## src/rtl/alu_pkg.sv

```systemverilog
// Shared ALU definitions: operation encodings and pipeline geometry helpers.
package alu_pkg;

  localparam logic ALU_OP_ADD = 1'b0;
  localparam logic ALU_OP_SUB = 1'b1;

  function automatic int calc_stages(input int width, input int chunk);
    return width / chunk;
  endfunction

endpackage

```

## src/rtl/adder_chunk.sv

```systemverilog
// Combinational CHUNK-bit ripple slice; also exposes the carry into its MSB
// so the last slice can derive signed overflow.
module adder_chunk #(
  parameter int CHUNK = 8
) (
  input  logic [CHUNK-1:0] a,
  input  logic [CHUNK-1:0] b,
  input  logic             cin,
  output logic [CHUNK-1:0] sum,
  output logic             cout,
  output logic             c_msb
);

  logic [CHUNK:0] carry_s;

  assign carry_s[0] = cin;

  for (genvar i = 0; i < CHUNK; i++) begin : g_bit
    full_adder u_fa (
      .a    (a[i]),
      .b    (b[i]),
      .cin  (carry_s[i]),
      .sum  (sum[i]),
      .cout (carry_s[i+1])
    );
  end

  assign cout  = carry_s[CHUNK];
  assign c_msb = carry_s[CHUNK-1];

endmodule

```

## src/rtl/full_adder.sv

```systemverilog
// Team's 1-bit full adder, the building block of every carry chain.
module full_adder (
  input  logic a,
  input  logic b,
  input  logic cin,
  output logic sum,
  output logic cout
);

  assign sum  = a ^ b ^ cin;
  assign cout = (a & b) | (cin & (a ^ b));

endmodule

```

## src/rtl/pipelined_adder_sub.sv

```systemverilog
// Pipelined WIDTH-bit adder/subtractor: one CHUNK-bit carry slice per register
// stage, a single global stall, and registered sum/carry/overflow/zero.
module pipelined_adder_sub
  import alu_pkg::*;
#(
  parameter int WIDTH = 32,
  parameter int CHUNK = 8
) (
  input  logic             clk,
  input  logic             rst_n,
  input  logic             in_valid,
  output logic             in_ready,
  input  logic [WIDTH-1:0] A,
  input  logic [WIDTH-1:0] B,
  input  logic             Cin,
  input  logic             Sub,
  output logic             out_valid,
  input  logic             out_ready,
  output logic [WIDTH-1:0] Sum,
  output logic             Carry,
  output logic             Overflow,
  output logic             Zero
);

  localparam int STAGES = calc_stages(WIDTH, CHUNK);

  if ((WIDTH % CHUNK) != 0) begin : g_bad_chunk
    $error("pipelined_adder_sub: WIDTH must be a multiple of CHUNK");
  end

  logic             advance_s;
  logic             st_valid_s [STAGES];
  logic             st_sub_s   [STAGES];
  logic             st_carry_s [STAGES];
  logic             st_ovf_s   [STAGES];
  logic             st_zero_s  [STAGES];
  logic [WIDTH-1:0] st_a_s     [STAGES];
  logic [WIDTH-1:0] st_b_s     [STAGES];
  logic [WIDTH-1:0] st_sum_s   [STAGES];

  assign advance_s = !out_valid || out_ready;
  assign in_ready  = advance_s;

  for (genvar k = 0; k < STAGES; k++) begin : g_stage
    logic             valid_in_s;
    logic             sub_in_s;
    logic             cin_s;
    logic [WIDTH-1:0] a_in_s;
    logic [WIDTH-1:0] b_in_s;
    logic [WIDTH-1:0] sum_in_s;
    logic [WIDTH-1:0] sum_nxt_s;
    logic [CHUNK-1:0] chunk_sum_s;
    logic             cout_s;
    logic             c_msb_s;

    logic             valid_r;
    logic             sub_r;
    logic             carry_r;
    logic             ovf_r;
    logic             zero_r;
    logic [WIDTH-1:0] a_r;
    logic [WIDTH-1:0] b_r;
    logic [WIDTH-1:0] sum_r;

    // Stage 0 takes the ports; later stages take the previous stage's registers.
    if (k == 0) begin : g_first
      assign valid_in_s = in_valid;
      assign sub_in_s   = Sub;
      assign a_in_s     = A;
      assign b_in_s     = B;
      assign sum_in_s   = {WIDTH{1'b0}};
      assign cin_s      = (Sub == ALU_OP_SUB) ? 1'b1 : Cin;
    end else begin : g_next
      assign valid_in_s = st_valid_s[k-1];
      assign sub_in_s   = st_sub_s[k-1];
      assign a_in_s     = st_a_s[k-1];
      assign b_in_s     = st_b_s[k-1];
      assign sum_in_s   = st_sum_s[k-1];
      assign cin_s      = st_carry_s[k-1];
    end

    adder_chunk #(.CHUNK(CHUNK)) u_chunk (
      .a     (a_in_s[k*CHUNK +: CHUNK]),
      .b     (b_in_s[k*CHUNK +: CHUNK] ^ {CHUNK{sub_in_s}}),
      .cin   (cin_s),
      .sum   (chunk_sum_s),
      .cout  (cout_s),
      .c_msb (c_msb_s)
    );

    // Merge this slice's result into the partial sum carried by the transaction.
    always_comb begin
      sum_nxt_s = sum_in_s;
      sum_nxt_s[k*CHUNK +: CHUNK] = chunk_sum_s;
    end

    // Stage register: bubbles only clear valid, so data holds and X inputs are never captured.
    always_ff @(posedge clk or negedge rst_n) begin
      if (!rst_n) begin
        valid_r <= 1'b0;
        sub_r   <= 1'b0;
        carry_r <= 1'b0;
        ovf_r   <= 1'b0;
        zero_r  <= 1'b0;
        a_r     <= {WIDTH{1'b0}};
        b_r     <= {WIDTH{1'b0}};
        sum_r   <= {WIDTH{1'b0}};
      end else if (advance_s) begin
        valid_r <= valid_in_s;
        if (valid_in_s) begin
          sub_r   <= sub_in_s;
          carry_r <= cout_s;
          ovf_r   <= c_msb_s ^ cout_s;
          zero_r  <= (sum_nxt_s == {WIDTH{1'b0}});
          a_r     <= a_in_s;
          b_r     <= b_in_s;
          sum_r   <= sum_nxt_s;
        end
      end
    end

    assign st_valid_s[k] = valid_r;
    assign st_sub_s[k]   = sub_r;
    assign st_carry_s[k] = carry_r;
    assign st_ovf_s[k]   = ovf_r;
    assign st_zero_s[k]  = zero_r;
    assign st_a_s[k]     = a_r;
    assign st_b_s[k]     = b_r;
    assign st_sum_s[k]   = sum_r;
  end

  assign out_valid = st_valid_s[STAGES-1];
  assign Sum       = st_sum_s[STAGES-1];
  assign Carry     = st_carry_s[STAGES-1];
  assign Overflow  = st_ovf_s[STAGES-1];
  assign Zero      = st_zero_s[STAGES-1];

endmodule

```

## config.mk

```make
export PLATFORM = sky130hd
export DESIGN_NAME = pipelined_adder_sub
export DESIGN_NICKNAME = d
export VERILOG_FILES = /design/src/rtl/alu_pkg.sv /design/src/rtl/adder_chunk.sv /design/src/rtl/full_adder.sv /design/src/rtl/pipelined_adder_sub.sv
export SDC_FILE = /design/constraint.sdc
export NUM_CORES = 1
export LEC_CHECK = 0
export CAP_MARGIN = 20
export CORE_ASPECT_RATIO = 2
export CORE_MARGIN = 2
export CORE_UTILIZATION = 55
export CTS_CLUSTER_SIZE = 12
export DETAILED_ROUTE_END_ITERATION = 16
export PLACE_DENSITY = 0.81
export SYNTH_ARGS = -nofsm -noshare
export SYNTH_HDL_FRONTEND = slang
export SYNTH_SLANG_ARGS = --single-unit
```

## constraint.sdc

```tcl
create_clock -name clk -period 5.4 [get_ports clk]
set_input_delay 0.54 -clock clk [delete_from_list [all_inputs] [get_ports clk]]
set_output_delay 0.54 -clock clk [all_outputs]
set_load 0.01 [all_outputs]
```

-- Word level (Yosys, flattened, before mapping)
Index checks and enable logic that the tools add are counted.
Widths: inputs -> output; s select.
- register bits: 285
- input bits: 70
- output and inout port bits: 37
- logic and storage cells: 196
- mux-type cells: 1
- bitwise logic cells: 165
- reduce and logical (&&, ||, !) cells: 7
- operators with widths (kind ; count):
    $xor 1x1->1 ; 65
    $and 1x1->1 ; 64
    $logic_not 32->1 ; 1
    $or 1x1->1 ; 32
    $xor 8x8->8 ; 4
    $reduce_and 2->1 ; 4
    $logic_not 1->1 ; 1
    $logic_or 1x1->1 ; 1
    $mux 1 ; 1

-- Longest topological paths before layout
- depth after elaboration: 19
- mapped depth: 16
- gate-level depth less buffers: 15

-- Modules after synthesis
A second synthesis with hierarchy kept.
- cell total of the unflattened synthesis: 487
- area, all modules: 8146.6 um^2
- by module, submodules not included (module ; times used ; cells each ; area each (um^2) ; sequential area each (um^2)):
    pipelined_adder_sub ; 1 ; 455 ; 7505.9 ; 4729.5
    full_adder ; 32 ; 1 ; 20.0 ; 0.0

-- Least setup slack after synthesis
Ideal clock, no wire load.
- path kind: register to register
- start: register g_stage[2].sub_r
- end: register g_stage[3].zero_r, in the netlist Zero
- setup time: 104 ps
- data arrival time: 4523 ps
- data required time: 5296 ps
- path slack: 774 ps
- cell stages (with the launch flop): 17
- buffers on the path: 1
- clock period less this slack: 4626 ps
- cells stage by stage: dfrtp_1 -> buf_2 -> xnor2_1 -> fa_1 -> fa_1 -> fa_1 -> fa_1 -> inv_1 -> fa_1 -> inv_1 -> fa_1 -> fa_1 -> inv_1 -> fa_1 -> nor4_1 -> nand2_1 -> o41ai_2
- longest elaborated chain between the ends: 18
- elaborated cells on any way between the ends: 39
- classes of those cells: 38 x bitwise; 1 x reduce/logical
- RTL lines (item ; RTL line ; source):
    from (decl) ; pipelined_adder_sub.sv:57 ; logic sub_r;
    from (signal assigned) ; pipelined_adder_sub.sv:111 ; sub_r <= sub_in_s;
    $xor 8x8->8 * ; pipelined_adder_sub.sv:84 ; .b (b_in_s[k*CHUNK +: CHUNK] ^ {CHUNK{sub_in_s}}),
    $xor 1x1->1 ; full_adder.sv:11 ; assign cout = (a & b) | (cin & (a ^ b));
    $and 1x1->1 ; full_adder.sv:11 ;
    $or 1x1->1 ; full_adder.sv:11 ;
    $and 1x1->1 ; full_adder.sv:11 ;
    $or 1x1->1 ; full_adder.sv:11 ;
    $and 1x1->1 ; full_adder.sv:11 ;
    $or 1x1->1 ; full_adder.sv:11 ;
    [... 3 more ...] ; n/a ;
    $or 1x1->1 ; full_adder.sv:11 ;
    $and 1x1->1 ; full_adder.sv:11 ;
    $or 1x1->1 ; full_adder.sv:11 ;
    $and 1x1->1 ; full_adder.sv:11 ;
    $or 1x1->1 ; full_adder.sv:11 ;
    $xor 1x1->1 * ; full_adder.sv:10 ; assign sum = a ^ b ^ cin;
    via g_stage[3].u_chunk.g_bit[7].u_fa.sum ; full_adder.sv:6 ; output logic sum,
    $logic_not 32->1 * ; pipelined_adder_sub.sv:114 ; zero_r <= (sum_nxt_s == {WIDTH{1'b0}});
    to (signal assigned) ; pipelined_adder_sub.sv:114 ;
    to (decl) ; pipelined_adder_sub.sv:60 ; logic zero_r;
Mark *: on every way through the listed nets, which the timed path passes. The rest lies on a longest branch.
A chain may end at the register's enable or synchronous reset.

-- Final worst setup path
Same ends and word-level chain as after synthesis.

==> summary.md <==
| Metric | Value |
|---|---|
| Total congestion overflow | 0 |
| Primary FF master, synth | dfrtp_1 |
| Crit-path cells | xnor2_1 > fa_1 > fa_1 > fa_1 > fa_1 > inv_1 > fa_1 > inv_1 > fa_1 > fa_1 > inv_1 > fa_1 > nor4_1 > nand2_1 > o41ai_2 |
| Final WL | 14000 um |
| Total CTS buffers | 17 |
| Detailed router's first-iteration violation count | around 210 |
| Worst-Skew Late Latency | 430 ps |
| Comb power frac | roughly 40% |
| Worst VDD drop | 326 uV |
| Status | completed |
| GPL Wtd Cong | 0.805 |
| CP Class | reg2reg |
| Crit-path leading delay family | adder cells |
| Mapped Avg Cell Area | 14.8 um2 |
| Root buffer cell | clkbuf_16 |
| DIE HEIGHT | roughly 180 um |
| H-Tree Depth | 4 |
| Vias per inst | 5.23 |
| Final setup vio count | 0 |
| Pre-CTS setup slack | 504 ps |
| Synth-to-layout area growth | 22.0% |
| Seq cells post-synth | 189 |
| Synth Area in Simple Gates | 1.36% |
| Startpoint types | flip-flop |
| Hold Fails Final Rpt | 0 |
| Clock power share | 20.0% |
| Skew final | 12.3 ps |
| Post-CTS sizing | 0 |
| Util after Layout | 68.0% |
| CP required | 5720 ps |
| Initial antenna violation count | 0 |
| Post-CTS Setup Inserts | 0 |
| Initial Utilization | 55.7% |
| Largest net degree at the start of global routing | 84 |
| Crit. End Element | flip-flop |
| Min-Delay Path Class | in2async |
| CP max stage delay | 590 ps |
| Largest family of logic cells by synthesized area | multiplexers |
| Clock sinks | 189 |
| Post-synthesis xor/xnor area fraction | 3.54% |
| Count leader, synth | dfrtp_1 |
| Pleak | 0.00429 uW |
| Top Ports | 107 |
| Post-synth EDFFs | 0 |
| DRC | 0 |
| Period utilisation layout | 90.8% |
| Synth top area share | 57.9% |
| Clock tree buffer depth | 2 |
| DR pass1 iterations | 4 |
| Antenna Cells | 0 |
| Worst-path clk slew | 70 ps |
| Post-DP Area | just over 9000 um2 |
| Max Transition Viols Final | 0 |
| Post-synth ARST share | 100% |
| Worst EP arrival | about 5200 ps |
| Layout cells sized above 1 | 30.4% |
| Max Cap Viol | 0 |
| Number of global-route vias before repair | ~4800 |
| Antenna viol nets, final | 0 |
| Port Buf Inserts | about 110 |
| Via Count | about 4500 |
| Top area cells in the synthesized netlist | dfrtp_1 58%, mux2_2 21%, fa_1 7.8% |
| Multiplexer share of the synthesized area | between 20% and 30% |
| Core area | 14700 um2 |
| Switching Share | 34.1% |
| Final min period | 4900 ps |
| Post-Syn Instances | approximately 550 |
| Fin worst setup slack | ~500 ps |
| Critical path's most frequent cell | fa_1 |
| Worst path buffer plus inverter count | 3 |
| Placement Rows | 63 |
| Switch Pwr | between 2000 and 2500 uW |
| Int Pwr | 4030 uW |
| DR WL/cell | around 16 um |
| RSZ-0062 raised after global routing | false |
| Detail Placement HPWL | 9960 um |
| Yosys top cell by area | dfrtp_1 |
| Reg power frac | between 40% and 50% |
| Cts hold-fix bufs | 0 |
| First-pass GRT wire length | roughly 24000 um |
| Top post-synthesis cells by count | 189 x dfrtp_1, 156 x mux2_2, 56 x o21ai_0 |
| Post-route setup TNS | 0 ps |
| Mapped cell area | 8170 um2 |
| TritonCTS clock tree | done |
| Total track usage | 19.0% |
| Die area | 15900 um2 |
| Worst slew pin tran | between 900 and 1000 ps |
| CP max stage cell | dfrtp_1 |
| Post-route cell area | 9970 um2 |
| Syn Nets | 653 |
| Final net count | 759 |
| FMAX | 0.204 GHz |
| Register area share after synthesis | 57.9% |
| Yosys cell types | 21 |
| Slew margin rel. | 34.8% |
| Synth Area in Adders | 7.84% |
| Synth Area in Compound Gates | 3.63% |
| Ys Warns | 0 |
| Crit path max fanout | 9 |
| Chip width | 90.2 um |
| PD cells | 614 nW/um2 |
==> power groups by stage <==
stage | Combinational, uW | Sequential (uW) | Clock (uW)
final | 2430 | 2460 | 1220
after global routing | 2720 | 2550 | 1300
after CTS | 2480 | 2470 | 1250
after detailed placement | 2460 | 2490 | 0
after global placement | 2340 | 2460 | 0
after floorplan | 1740 | 2380 | 0
==> flip-flops by register name (all words and copies together), names as in the netlist <==
register / count
g_stage.valid_r: 3
g_stage.sum_r: 48
g_stage.sub_r: 3
g_stage.a_r: 48
Sum: 32
Overflow: 1
Carry: 1
out_valid: 1
g_stage.carry_r: 3
g_stage.b_r: 48
Zero: 1
==> final cells by class <==
| type | count | area [um2] |
|---|---|---|
| Fill cell | 1021 | 4690 |
| Clock buffer | 17 | 425 |
| Inverter | 39 | 154 |
| Clock inverter | 15 | 173 |
| Sequential cell | 189 | 4730 |
| Tap cell | 195 | 244 |
| Multi-Input combinational cell | 298 | 3120 |
| Timing Repair Buffer | 112 | 1120 |
==> logic make-up after synthesis <==
group / after synthesis
compound gates: 57
simple gates: 18
buf+inv: 64
fa+ha+maj: 32
xor+xnor: 33
flops: 189
mux: 158
==> layout by cell type, fill, tap and decap left out <==
master and instances:
clkinv_4 1, nand2_1 3, o21ai_0 56, nand2_2 4, dfrtp_1 189, buf_6 1
clkinvlp_4 1, inv_6 6, nor2_1 1, inv_8 3, inv_1 38, clkbuf_16 17
o41ai_2 1, nor4_1 6, buf_12 1, nor2b_4 1, mux2_2 156, buf_4 5
or4_1 1, clkdlybuf4s50_1 105, clkinv_8 5, nand4_1 2, mux2_4 2, fa_1 32
xor2_1 8, xnor2_1 25
==> routing by layer <==
metal	share of wire [%]	global-route usage [%]
met5	0	0
met4	1.9	7.31
met3	3.8	3.59
met2	52	32.7
met1	42	23.9
==> metrics by stage <==
step | cells | hold slack [ps] | power, uW
after floorplan | 551 | 244 | 4120
after CTS | 864 | 173 | 6190
after global routing | 865 | 200 | 6570
after detailed placement | 832 | 486 | 4950
after global placement | 832 | 481 | 4800
final | 865 | 147 | 6120
==> worst paths after layout <==
check                                   start                  to  slack, ps  cells past startpoint
max                          g_stage[2].sub_r                Zero        500                     15
min                                     rst_n  g_stage[2].b_r[29]        150                      1
max reg2reg                  g_stage[2].sub_r                Zero        500                     15
min reg2reg                g_stage[0].a_r[22]  g_stage[0].a_r[22]        500                      1
max in group asynchronous               rst_n             Sum[17]       4050                      2
min in group clk           g_stage[0].a_r[22]  g_stage[0].a_r[22]        500                      1
No activity file was read; power rests on OpenSTA's default activity.
